<file path="src/rtl/mux_scan_ctrl.sv">
// Select-line sequencer and sampler for a 4:1 mux: walks {s0,s1} through all four
// channels, samples x after DWELL cycles on each, and hands off a 4-bit snapshot.
module mux_scan_ctrl #(
    parameter int unsigned DWELL = 4
) (
    input  logic       clk,
    input  logic       rst_n,
    input  logic       start,
    input  logic       continuous,
    input  logic       mux_x,
    output logic       s0,
    output logic       s1,
    output logic [3:0] snap,
    output logic       snap_valid,
    input  logic       snap_ready,
    output logic       busy
);

    if (DWELL < 1 || DWELL > 255) begin : g_dwell_check
        $error("mux_scan_ctrl: DWELL must be in 1..255");
    end

    localparam logic [7:0] CntLast = 8'(DWELL - 1);

    typedef enum logic [1:0] {StIdle, StScan, StDone} state_e;

    state_e     state;
    logic [1:0] ch;
    logic [7:0] cnt;
    logic [2:0] shadow;
    logic [3:0] shadow_upd;

    // Shadow with the current sample merged in; on ch3 this is the full snapshot.
    always_comb begin
        shadow_upd     = {1'b0, shadow};
        shadow_upd[ch] = mux_x;
    end

    always_ff @(posedge clk or negedge rst_n) begin
        if (!rst_n) begin
            state      <= StIdle;
            ch         <= 2'd0;
            cnt        <= 8'd0;
            shadow     <= 3'b000;
            s0         <= 1'b0;
            s1         <= 1'b0;
            snap       <= 4'b0000;
            snap_valid <= 1'b0;
            busy       <= 1'b0;
        end else begin
            case (state)
                StIdle: begin
                    if (start) begin
                        state    <= StScan;
                        ch       <= 2'd0;
                        cnt      <= 8'd0;
                        shadow   <= 3'b000;
                        {s0, s1} <= 2'b00;
                        busy     <= 1'b1;
                    end
                end
                StScan: begin
                    if (cnt == CntLast) begin
                        cnt <= 8'd0;
                        if (ch == 2'd3) begin
                            state      <= StDone;
                            ch         <= 2'd0;
                            snap       <= shadow_upd;
                            snap_valid <= 1'b1;
                            {s0, s1}   <= 2'b00;
                        end else begin
                            shadow   <= shadow_upd[2:0];
                            ch       <= ch + 2'd1;
                            {s0, s1} <= ch + 2'd1;
                        end
                    end else begin
                        cnt <= cnt + 8'd1;
                    end
                end
                StDone: begin
                    if (snap_ready) begin
                        snap_valid <= 1'b0;
                        if (continuous) begin
                            // Rescan straight away; busy stays high.
                            state  <= StScan;
                            ch     <= 2'd0;
                            cnt    <= 8'd0;
                            shadow <= 3'b000;
                        end else begin
                            state <= StIdle;
                            busy  <= 1'b0;
                        end
                    end
                end
                default: state <= StIdle;
            endcase
        end
    end

endmodule

</file>
<file path="config.mk">
export PLATFORM = sky130hd
export DESIGN_NAME = mux_scan_ctrl
export DESIGN_NICKNAME = d
export VERILOG_FILES = /design/src/rtl/mux_scan_ctrl.sv
export SDC_FILE = /design/constraint.sdc
export NUM_CORES = 1
export LEC_CHECK = 0
export ABC_AREA = 0
export ABC_CLOCK_PERIOD_IN_PS = 1800
export BUFFER_PORTS_ARGS = -buffer_cell sky130_fd_sc_hd__buf_2
export CORE_ASPECT_RATIO = 0.6
export CORE_MARGIN = 2
export CORE_UTILIZATION = 45
export CTS_BUF_LIST = sky130_fd_sc_hd__clkbuf_8
export CTS_CLUSTER_SIZE = 10
export DETAILED_ROUTE_END_ITERATION = 7
export GPL_TIMING_DRIVEN = 1
export PLACE_DENSITY = 0.7
export SETUP_SLACK_MARGIN = 0.3
export SLEW_MARGIN = 40
export SYNTH_ARGS = -nofsm -noshare
export SYNTH_HDL_FRONTEND = slang
export SYNTH_SLANG_ARGS = --single-unit
</file>
<file path="constraint.sdc">
create_clock -name clk -period 1.8 [get_ports clk]
set_input_delay 0.36 -clock clk [delete_from_list [all_inputs] [get_ports clk]]
set_output_delay 0.36 -clock clk [all_outputs]
set_load 0.02 [all_outputs]
</file>
* After elaboration in Yosys (flattened, before gate mapping)
Index checks and enable logic that the tools add are counted.
Widths: inputs -> output; s select.
** Word-level totals
- Register bits after elaboration :: 23
** Operators by class
- Eq/ne operators :: 11
- Order comparisons :: 2
- Reductions and logical operators :: 14
- Mux-type cells :: 41
- $add $sub $neg :: 2
** Operator list (number)
- $mux 8 :: 4
- $pmux 8 s3 :: 1
- $mux 2 :: 9
- $reduce_and 4->1 :: 4
- $mux 3 :: 5
- $ne 2x2->1 const B :: 7
- $mux 1 :: 13
- $pmux 2 s3 :: 2
- $pmux 3 s3 :: 1
- $add 8x1->8 const B :: 1
- $eq 8x2->1 const B :: 1
- $pmux 1 s2 :: 4
- $reduce_and 3->1 :: 2
- $reduce_and 6->1 :: 1
- $reduce_bool 2->1 :: 3
- $reduce_and 5->1 :: 1
- $bwmux 4 :: 1
- $eq 2x2->1 const B :: 2
- $lt 2x3->1 const B :: 1
- $reduce_bool 3->1 :: 1
- $add 2x1->2 const B :: 1
- $demux 1 s2 :: 1
- $eq 2x1->1 const B :: 1
- $ge 2x1->1 const B :: 1
- other kinds (2) :: 2

* Longest topological paths before layout
Gate-level depths: netlist of the first run.
- Depth in word-level cells :: 8
- Depth in mapped cells :: 7
- Mapped depth without buffers :: 5

* Least setup slack after synthesis of the first run
OpenSTA, ideal clock, no wires.
- Path kind :: register to register
- Start point :: reg state[1]
- End point :: reg ch[0]
- Arrival time :: 1.480 ns
- Path slack :: 0.193 ns
- Cell stages (with the launch flop) :: 7
- Period minus slack after synthesis :: 1.607 ns
- Library setup time :: 0.128 ns
- Data required time :: 1.672 ns
- Buffers on the path :: 2
- Cell sequence :: dfrtp_1 buf_4 o21bai_2 and2_0 buf_2 nor2_4 mux2_1
** On the way
- Cells in the longest elaborated chain, start to end :: 3
** Ends and longest elaborated chain
- start, declared :: RTL line 27 : state_e state;
- start signal, assigned :: RTL line 41 : state <= StIdle;
- start signal, assigned :: RTL line 54 : state <= StScan;
- start signal, assigned :: RTL line 66 : state <= StDone;
- $eq 2x1->1 (tied with other cells) :: RTL line 51 : case (state)
- $ne 2x2->1 (no line) / $reduce_bool 3->1 (equally long branches)
- $reduce_and 5->1 (no line)
- end signal, assigned :: RTL line 73 : ch <= ch + 2'd1;
- end, declared :: RTL line 28 : logic [1:0] ch;
Several ways; a longest one is shown, not always the timed one.
A chain may end at the register's enable or synchronous reset.

* Worst setup path in the final report of the first run
- Start point :: reg cnt[4]
- End point :: reg cnt[0]
** On the way
- Cells in the longest elaborated chain, start to end :: 3
** Ends and longest elaborated chain
- start, declared :: RTL line 29 : logic [7:0] cnt;
- start signal, assigned :: RTL line 77 : cnt <= cnt + 8'd1;
- $eq 8x2->1 :: RTL line 63 : if (cnt == CntLast) begin
- $mux 8 :: RTL line 63
- $pmux 8 s3 :: RTL line 51
No other way between the ends.

==> impl_results.md, run 1 <==
- Status: finished clean
- Die ar.: 3214 sq um
- Crit path launch: cnt[4]$_DFFE_PN0P_
- First-pass GRT wire length: 4.084 mm
- Most common cell after layout, fill and taps aside: dfrtp_1
- Multi-input gate area: 688.2 sq um
- Pleak: 0.7346 nW
- Pin count of the biggest net entering global routing: 24
- Layout cell share with drive strength beyond 1: 0.3623
- Setup_tns: 0 ps
- Vias in the first global route: 843
- FF+latch count, synth: 23
- Post-DR vias/cell: 5.441
- VDD IR max: 824.2 uV
- Overall routed net length: 2.701 mm
- PD cells: 1731 nW/um^2
- Min Tclk post-route: 1595 ps
- Nets: 150
- Number of max-cap violations: 0
- Post-DP HPWL: 1.928 mm
- RSZ-0062 raised after global routing: yes
- Htree depth: 1
- CTS tree: built
- Register-to-Register Path Depth: 4
- Critical Path AT: 1750 ps
- WHS: 52.21 ps
- Die Height: 44.72 um
- Register area: 579.3 sq um
- Core Footprint: 2557 sq um
- First-pass detailed-route iteration total: 4
- P&R area growth vs syn: 22.74%
- Num rows: 14
- CP required: 1960 ps
- Clock power share: 0.119
- Post-synthesis cell type count: 33
- Reg power frac: 0.344
- Antenna-violating nets left: 0
- Reg2reg end: cnt[0]$_DFFE_PN0P_
- I/O Buffers: 13
- Clk_lat worst skew: 260 ps
- CTS root buf: clkbuf_8
- Clk sinks: 23
- Vias post-DR: 925
- Sequential share of the synthesized area: 0.4628
- Post-layout util: 0.5969
- Syn Nets: 125
- Sw Ratio: 0.4120
- Drt wl/cell: 15.89 um
- Initial antenna violation count: 0
- Hold buffers post-CTS: 0
- Final setup fails: 0
- Worst slew margin: 0.6621
- F_max: 0.6269 GHz
- Reg2reg start: cnt[4]$_DFFE_PN0P_
- Antenna Cells: 0
- Clock-pin slew on the worst setup and hold paths: 80 ps
- Final period util: 0.8861
- Mapped Cells: 114
- Startpoint Class: flop
- Syn avg cell area: 10.91 sq um
- Starting Density: 0.4863
- EDFF count, synth: 0
- RePlAce Congestion: 0.8042
- Worst Setup Path Type: reg2reg
- Comb pwr share: 0.538
- Clock skew: 2.244 ps
- DR DRC count: 0
- Fraction of registers with async set or reset after synthesis: 1.000
- Worst Path Max Fanout: 8
- Slew Limit Fails: 0
- CTS buffer count: 3
- I/O pin count: 14
- Hold crit path type: in2async
- Commonest cells after routing, fill and taps aside: 20 x dfrtp_1, 13 x buf_2, 11 x buf_4, 10 x a21oi_1, 8 x inv_1
- Total grt overflow: 0
- Final Hold Viols: 0
- DIE WIDTH: 71.87 um
- Synth warnings: 0
- CP Capture Type: flop
- Total GRT Usage: 0.1746
- Worst Tran Pin Value: 506.9 ps
- Iter 0 DRT Violations: 34
- Clock buffer depth: 2
- Switching Power: 0.001089 W
- Fillers: 236
- Mapped Area: 1244 sq um
- Internal power: 0.001554 W
- Register-to-register setup slack: 200 ps
- Commonest register cell after synthesis: dfrtp_1
==> worst max path at each step <==
stage / end / slack [ps] / cells past startpoint
finish: cnt[0]$_DFFE_PN0P_ / 200 / 4
global route: ch[0]$_DFFE_PN0P_ / 160 / 4
CTS: snap[3]$_DFFE_PN0P_ / 200 / 4
detailed placement: snap[3]$_DFFE_PN0P_ / 150 / 4
global placement: snap[0]$_DFFE_PN0P_ / 190 / 4
floorplan: ch[0]$_DFFE_PN0P_ / 240 / 6
==> per-layer routing <==
layer	part of all wire	GRT usage	vias up
met5	0	0	-
met4	0.013	0.06792	0
met2	0.42	0.2315	21
li1	-	-	451
met1	0.52	0.2606	449
met3	0.047	0.05804	4
==> registers in the layout (all words and copies together) (netlist names) <==
name	count
s0	1
state	2
busy	1
snap	4
snap_valid	1
s1	1
cnt	8
shadow	3
ch	2
==> logic make-up after synthesis <==
| kind of cell | Yosys count | synth area share |
|---|---|---|
| simple gates | 30 | 0.1539 |
| mux | 10 | 0.08953 |
| flops | 23 | 0.4628 |
| buf+inv | 11 | 0.04427 |
| compound gates | 29 | 0.1569 |
| fa+ha+maj | 5 | 0.05030 |
| xor+xnor | 6 | 0.04225 |
==> synth_stat cells, types with 2 or more instances <==
cell / instances / share of area
nor2_1: 8 / 0.024
o31a_1: 3 / 0.021
nand2b_1: 2 / 0.010
nand2_1: 7 / 0.021
a211oi_1: 3 / 0.018
nand3_1: 4 / 0.016
xnor2_1: 6 / 0.042
mux2_1: 5 / 0.045
ha_1: 5 / 0.050
o21ai_0: 5 / 0.020
buf_2: 2 / 0.0080
mux2_2: 4 / 0.036
dfrtp_1: 23 / 0.46
inv_1: 7 / 0.021
a21oi_1: 10 / 0.040
a21o_1: 3 / 0.018
==> critical path, cell delays in order, from the launching register on <==
cell	delay (ps)
dfrtp_2	440
nor4_4	360
a31oi_4	230
buf_4	200
mux2_2	250
==> repair_timing <==
item                       in CTS  in global routing
setup endpoints to repair      16                 20
gates cloned                    0                  0
setup buffers                   1                  5
pin swaps                       1                  3
gates resized for setup         3                 13
==> power by group through the flow <==
| stage | clock network, W | registers [W] | logic [W] |
|---|---|---|---|
| finish | 0.000314 | 0.000908 | 0.00142 |
| global route | 0.000347 | 0.000933 | 0.00154 |
| CTS | 0.000322 | 0.000907 | 0.00125 |
| detailed placement | 0 | 0.000915 | 0.00121 |
| global placement | 0 | 0.000903 | 0.00118 |
| floorplan | 0 | 0.000968 | 0.000841 |
==> cell type report <==
| cell class | count | area share |
|---|---|---|
| Tap cell | 32 | 0.02623 |
| Clock inverter | 1 | 0.002459 |
| Timing Repair Buffer | 24 | 0.09672 |
| Clock buffer | 3 | 0.02705 |
| Multi-Input combinational cell | 80 | 0.4508 |
| Inverter | 7 | 0.01721 |
| Sequential cell | 23 | 0.3795 |
==> per-stage QoR <==
step / cells / power (W) / area, sq um / setup slack [ps]
floorplan: 114 / 0.001810 / 1279 / 241.3
global placement: 160 / 0.002083 / 1386 / 194.0
detailed placement: 160 / 0.002126 / 1386 / 145.1
CTS: 165 / 0.002478 / 1443 / 199.4
global route: 170 / 0.002820 / 1526 / 160.9
finish: 170 / 0.002642 / 1526 / 205.0
Power figures use the tool's default switching activity.
==> run 2: changes to the inputs <==
Settings changed: ABC_AREA 0 to 1, BUFFER_PORTS_ARGS -buffer_cell sky130_fd_sc_hd__buf_2 to -buffer_cell sky130_fd_sc_hd__buf_4.
==> run 2 against run 1 <==
  * Register-to-register slack gained 200 ps
  * Count of clock-buffer cells in the layout is the same
  * Critical endpoint is now state[0]$_DFFE_PN0P_
  * Critical path depth rose by 4
==> impl_results.md, run 2 <==
- DIE WIDTH: 70.74 um (-1.6%)
- Min Tclk post-route: 1397 ps (-198.5 ps)
- Biggest area consumer among synthesized cells: dfrtp_1
- Fraction of registers with async set or reset after synthesis: 1.000 (unchanged)
- Dpl ws: 214.6 ps (+69.53 ps)
- Synth warnings: 0 (unchanged)
- Clock-pin slew on the worst setup and hold paths: 80 ps (about the same)
- Commonest register cell after synthesis: dfrtp_1
- Post-DP HPWL: 1.888 mm (-2.1%)
- Number of max-cap violations: 0 (unchanged)
- CTS buffer count: 3 (unchanged)
- CP Capture Type: flop
- Pleak: 0.7409 nW (+0.85%)
- Buf/Inv on CP: 0 (-1)
- VDD IR max: 683.8 uV (-17%)
- Number of non-filler instances in the completed layout: 202 (+19%)
- Total grt overflow: 0 (unchanged)
- Pin count of the biggest net entering global routing: 24 (unchanged)
- Hold-critical path depth: 3
- Final period util: 0.7758 (-0.1103)
- I/O pin count: 14 (unchanged)
- Sequential share of the synthesized area: 0.4787 (+0.01589)
- Post-DR vias/cell: 5.173 (-4.9%)
- PD cells: 1395 nW/um^2 (-19%)
- Num rows: 14 (unchanged)
- Antenna Cells: 0 (unchanged)
- Worst Path Max Fanout: 8 (unchanged)
- Placed cells: 194 (+21%)
- Most frequent cell after synthesis: nand2_1
- Worst Setup Path Type: reg2reg
- Mapped Area: 1202 sq um (-3.3%)
- Clock skew: 4.760 ps (+2.516 ps)
- Reg2reg start: cnt[0]$_DFFE_PN0P_
- Startpoint Class: flop
- Mapped Cells: 149 (+31%)
- Drt wl/cell: 13.21 um (-17%)
- Clk_lat worst skew: 270 ps (about the same)
- CP delay by family, top: simple AND/OR/NAND/NOR gates
- Post-synth top area share: 0.4787 (+0.01589)
- Clk sinks: 23 (unchanged)
- FF+latch count, synth: 23 (unchanged)
- CTS root buf: clkbuf_8
- Worst slew margin: 0.8051 (+0.1430)
- Final setup fails: 0 (unchanged)
- First-pass GRT wire length: 4.222 mm (+3.4%)
- Slew Limit Fails: 0 (unchanged)
- First-pass detailed-route iteration total: 4 (unchanged)
- Syn avg cell area: 8.070 sq um (-26%)
- Synth area leaders: dfrtp_1 48%, nand2_1 13%, ha_1 5.2%
- Final Hold Viols: 0 (unchanged)
- Core Footprint: 2522 sq um (-1.4%)
- RSZ-0062 raised after global routing: no
- Fin worst setup slack: 403.5 ps (+198.5 ps)
- Worst Tran Pin Value: 289.3 ps (-217.6 ps)
- Commonest cells after routing, fill and taps aside: 42 x nand2_1, 22 x dfrtp_1, 17 x buf_4, 16 x inv_1, 11 x o21ai_0
- Crit-path cells: ha_4, nand2_1, nor2_4, nand2_2, nand2_4, nand2_1, nand2_1, o21ai_1
- Clock buffer depth: 2 (unchanged)
- Initial antenna violation count: 0 (unchanged)
- Post-synthesis cell type count: 22 (-33%)
- Vias in the first global route: 892 (+5.8%)
- Synth top cells by count: 43 x nand2_1, 23 x dfrtp_1, 15 x inv_1, 11 x nor2_1, 11 x o21ai_0
- Reg2reg end: state[0]$_DFFE_PN0P_
- Iter 0 DRT Violations: 44 (+29%)
- Total GRT Usage: 0.1822 (+0.007652)
- Top reg by flops: cnt
- Fillers: 236 (unchanged)
- Nets: 182 (+21%)
- CP required: 1960 ps (about the same)
- Setup_tns: 0 ps (unchanged)
- Register-to-Register Path Depth: 8 (+4)
- EDFF count, synth: 0 (unchanged)
- WHS: 332.1 ps (+279.9 ps)
- Syn Nets: 160 (+28%)
- Layout cell share with drive strength beyond 1: 0.2059 (-0.1564)
- Hold crit path type: in2reg
- DR DRC count: 0 (unchanged)
- CP dominant cell by count: nand2_1
- Critical Path AT: 1560 ps (-190 ps)
- P&R area growth vs syn: 21.64%
- Vias post-DR: 1045 (+13%)
- Slowest cell on crit path: dfrtp_1
- Die ar.: 3115 sq um (-3.1%)
- Status: finished clean
- Starting Density: 0.4767 (-0.009615)
- Htree depth: 1 (unchanged)
- F_max: 0.7161 GHz (+14%)
- Overall routed net length: 2.669 mm (-1.2%)
- Worst Hold Path EP: busy$_DFFE_PN0P_
- Biggest regs: cnt x8, snap x4, shadow x3
- Register-to-register setup slack: 400 ps (+200 ps)
- Crit path launch: cnt[0]$_DFFE_PN0P_
- Min-delay src: start
- Die Height: 44.04 um (-1.5%)
- Max FFs per register: 8 (unchanged)
- Antenna-violating nets left: 0 (unchanged)
- Crit path largest cell delay: 420 ps (-20 ps)
- Most common cell after layout, fill and taps aside: nand2_1
- CTS tree: built
- I/O Buffers: 13 (unchanged)
- RePlAce Congestion: 0.8139 (+1.2%)
[run 2: cell types whose count changed after synthesis, moves of 4 or more]
cell	previous run	this run
a21oi_1	10	3
mux2_1	5	0
nand2_1	7	43
xnor2_1	6	1
nand4_1	1	6
inv_1	7	15
o21ai_0	5	11
o21ai_1	0	4
mux2_2	4	0
nand3_1	4	10
[run 2: area by class of cell]
type | instances | area, sq um | share of cell area
Sequential cell | 23 | 576.8 | 0.3944
Multi-Input combinational cell | 107 | 593.1 | 0.4055
Clock inverter | 1 | 3.754 | 0.002566
Timing Repair Buffer | 18 | 137.6 | 0.09410
Clock buffer | 3 | 41.29 | 0.02823
Tap cell | 32 | 40.04 | 0.02737
Inverter | 18 | 70.07 | 0.04790
[run 2: metrics by stage]
| stage | power [W] | util | instance area (sq um) |
|---|---|---|---|
| after floorplan | 0.001329 | - | 1202 |
| after global placement | 0.001557 | 0.5313 | 1340 |
| after detailed placement | 0.001587 | 0.5313 | 1340 |
| after CTS | 0.001926 | 0.5580 | 1408 |
| after global routing | 0.002188 | 0.5799 | 1463 |
| final | 0.002040 | 0.5799 | 1463 |
[run 2: how the worst max path moves through the flow]
stage / end / cells after the start
3_3_place_gp: shadow[2]$_DFFE_PN0P_ / 8
5_1_grt: state[0]$_DFFE_PN0P_ / 8
3_5_place_dp: shadow[1]$_DFFE_PN0P_ / 8
6_report: state[0]$_DFFE_PN0P_ / 8
4_1_cts: shadow[1]$_DFFE_PN0P_ / 8
2_1_floorplan: shadow[0]$_DFFE_PN0P_ / 8
[run 2: logic make-up after synthesis]
| group | after synthesis | synth area share |
|---|---|---|
| buffers and inverters | 19 | 0.06347 |
| AOI/OAI and AO/OA | 21 | 0.09157 |
| adders and majority gates | 5 | 0.05203 |
| DFF | 23 | 0.4787 |
| and+or+nand+nor | 79 | 0.2997 |
| xor gates and xnor gates | 2 | 0.01457 |
[run 2: power by group]
part	internal (W)	switching, W	leakage [nW]
Sequential	0.000653	0.000123	0.286
Combinational	0.000352	0.000582	0.428
Clock	0.000153	0.000177	0.0269
Total	0.00116	0.000882	0.741
[run 2: worst register-to-register path, cell delays in order (launching register included)]
cell and delay [ps]:
dfrtp_1 420, ha_4 180, nand2_1 90, nor2_4 130, nand2_2 100, nand2_4 130
nand2_1 110, nand2_1 70, o21ai_1 50
[run 2: what timing repair did]
action | 4_1_cts | 5_1_grt
resized for setup | 3 | 8
hold buffers | 1 | 0
pin swaps | 0 | 2
endpoints found under the hold margin | 23 | 0
setup buffers | 0 | 3
endpoints found under the setup margin | 10 | 17
[run 2: routing by layer]
layer	vias to the layer above	wire length [um]	track usage
li1	531	-	-
met1	470	1299	0.2636
met2	40	1172	0.2598
met3	4	160	0.05923
met4	0	38	0.06415
met5	-	0	0
==> run 3: changes to the inputs <==
Settings changed: ABC_AREA 1 to 0, ABC_CLOCK_PERIOD_IN_PS 1800 to 1300.
Clock period 1.8 ns to 1.3 ns, I/O delays scaled along.
==> run 3 against run 2 <==
  * The run now ends with negative setup slack left
  * Final cell count is 4.5% lower
  * Core utilization rose by 12 points
  * First-iteration DRC count rose to 2.8 times the previous value
  * Total power up 110%
  * Die area is 3.2% higher
  * Register-to-register slack lost 660 ps
  * Critical path depth fell by 3
  * Flip-flop and latch count did not move
==> impl_results.md, run 3 (synthesis results as in run 1) <==
- Status: complete, but fails checks
- Failing checks: negative setup slack
- CTS buffer count: 3 (unchanged)
- P&R area growth vs syn: 42.96%
- Final Hold Viols: 0 (unchanged)
- CTS root buf: clkbuf_8
- Crit path largest cell delay: 410 ps (about the same)
- PD cells: 2364 nW/um^2 (+69%)
- Worst Hold Path EP: snap[3]$_DFFE_PN0P_
- Design Power: 0.004203 W (+110%)
- Clk sinks: 23 (unchanged)
- Drt wl/cell: 15.37 um (+16%)
- Max FFs per register: 8 (unchanged)
- Clk_lat worst skew: 270 ps (about the same)
- Starting Density: 0.4863 (+0.009615)
- Hold crit path type: in2reg
- Total GRT Usage: 0.1987 (+0.01647)
- Min Tclk post-route: 1555 ps (+158.9 ps)
- Top reg by flops: cnt
- Commonest cells after routing, fill and taps aside: 37 x buf_4, 21 x dfrtp_1, 9 x a21oi_1, 9 x buf_6, 7 x nor2_1
- I/O Buffers: 13 (unchanged)
- Die Height: 44.72 um (+1.5%)
- Final setup fails: 22 (+22)
- Final period util: 1.196 (+0.4206)
- Iter 0 DRT Violations: 125 (+180%)
- Min-delay src: mux_x
- DIE WIDTH: 71.87 um (+1.6%)
- Reg2reg end: s1$_DFFE_PN0P_
- Worst Setup Path Type: reg2reg
- Num rows: 14 (unchanged)
- Register-to-register setup slack: -260 ps (-660 ps)
- Buf/Inv on CP: 1 (+1)
- CTS tree: built
- Antenna-violating nets left: 0 (unchanged)
- Clock buffer depth: 2 (unchanged)
- CP delay by family, top: simple AND/OR/NAND/NOR gates
- DR DRC count: 0 (unchanged)
- DP Area: 1599 sq um (+19%)
- Crit-path cells: nor4_4, a31oi_4, buf_4, o21ai_0, nand2_1
- RePlAce Congestion: 0.9408 (+16%)
- Slowest cell on crit path: dfrtp_1
- CP Capture Type: flop
- Clock skew: 7.409 ps (+2.649 ps)
- RSZ-0062 raised after global routing: yes
- Total grt overflow: 0 (unchanged)
- Post-DR vias/cell: 5.389 (+4.2%)
- Design area: 1778 sq um (+22%)
- Dpl ws: -261.6 ps (-476.2 ps)
- F_max: 0.6429 GHz (-10%)
- Biggest regs: cnt x8, snap x4, shadow x3
- Vias in the first global route: 939 (+5.3%)
- Core Footprint: 2557 sq um (+1.4%)
- Vias post-DR: 1040 (-0.48%)
- Die ar.: 3214 sq um (+3.2%)
- Fin worst setup slack: -255.4 ps (-658.9 ps)
- Clock-pin slew on the worst setup and hold paths: 90 ps (about the same)
- Critical Path AT: 1700 ps (+140 ps)
- Number of max-cap violations: 0 (unchanged)
- Pleak: 0.8909 nW (+20%)
- Nets: 173 (-4.9%)
- VDD IR max: 966.3 uV (+41%)
- Most common cell after layout, fill and taps aside: buf_4
- Pin count of the biggest net entering global routing: 24 (unchanged)
- Initial antenna violation count: 0 (unchanged)
- Post-DP HPWL: 2.135 mm (+13%)
- Htree depth: 1 (unchanged)
- Crit path launch: cnt[7]$_DFFE_PN0P_
- Reg2reg start: cnt[7]$_DFFE_PN0P_
- First-pass GRT wire length: 4.623 mm (+9.5%)
- CP required: 1450 ps (-510 ps)
- Overall routed net length: 2.966 mm (+11%)
- Register-to-Register Path Depth: 5 (-3)
- Antenna Cells: 0 (unchanged)
- Worst Path Max Fanout: 8 (unchanged)
- First-pass detailed-route iteration total: 4 (unchanged)
- WHS: 259.8 ps (-72.31 ps)
- Layout cell share with drive strength beyond 1: 0.4720 (+0.2662)
- Worst slew margin: 0.7334 (-0.07163)
- Slew Limit Fails: 0 (unchanged)
- Startpoint Class: flop
- Worst Tran Pin Value: 399.8 ps (+110.5 ps)
- I/O pin count: 14 (unchanged)
- Hold-critical path depth: 2 (-1)
-- run 3: metrics by stage --
step                      TNS (ps)  cells    util
after floorplan              -2089    114       -
after global placement       -3582    181  0.6252
after detailed placement     -4363    181  0.6252
after CTS                    -3882    191  0.6815
after global routing         -5911    193  0.6952
final                        -4300    193  0.6952
-- run 3: metal layers --
layer,vias up,routed length (um),track usage
li1,497,-,-
met5,-,0,0
met2,30,1413,0.3093
met4,0,8,0.03396
met3,2,190,0.04911
met1,511,1354,0.2905
-- run 3: worst max path at each step --
| stage | to | depth (start not counted) |
|---|---|---|
| final | s1$_DFFE_PN0P_ | 5 |
| after global routing | s1$_DFFE_PN0P_ | 5 |
| after CTS | ch[0]$_DFFE_PN0P_ | 4 |
| after detailed placement | ch[0]$_DFFE_PN0P_ | 4 |
| after global placement | snap[2]$_DFFE_PN0P_ | 4 |
| after floorplan | ch[0]$_DFFE_PN0P_ | 6 |
-- run 3: power by group --
| part | switching (W) | internal (W) |
|---|---|---|
| clock network | 0.000237 | 0.000214 |
| registers | 0.000203 | 0.000995 |
| logic | 0.00120 | 0.00135 |
-- run 3: layout make-up --
class	instances	area, sq um
inverter	7	33.78
sequential	23	578.1
tap	32	40.04
multi-input combinational	80	690.7
timing repair buffer	47	389.1
fill	190	779.5
clock buffer	3	41.29
clock inverter	1	5.005
-- run 3: timing repair --
| action | in CTS | in global routing |
|---|---|---|
| hold buffers | 1 | 0 |
| gates resized for setup | 19 | 6 |
| endpoints found under the hold margin | 23 | 0 |
| pin swaps | 4 | 2 |
| buffers inserted | 5 | 2 |
| endpoints found under the setup margin | 31 | 31 |
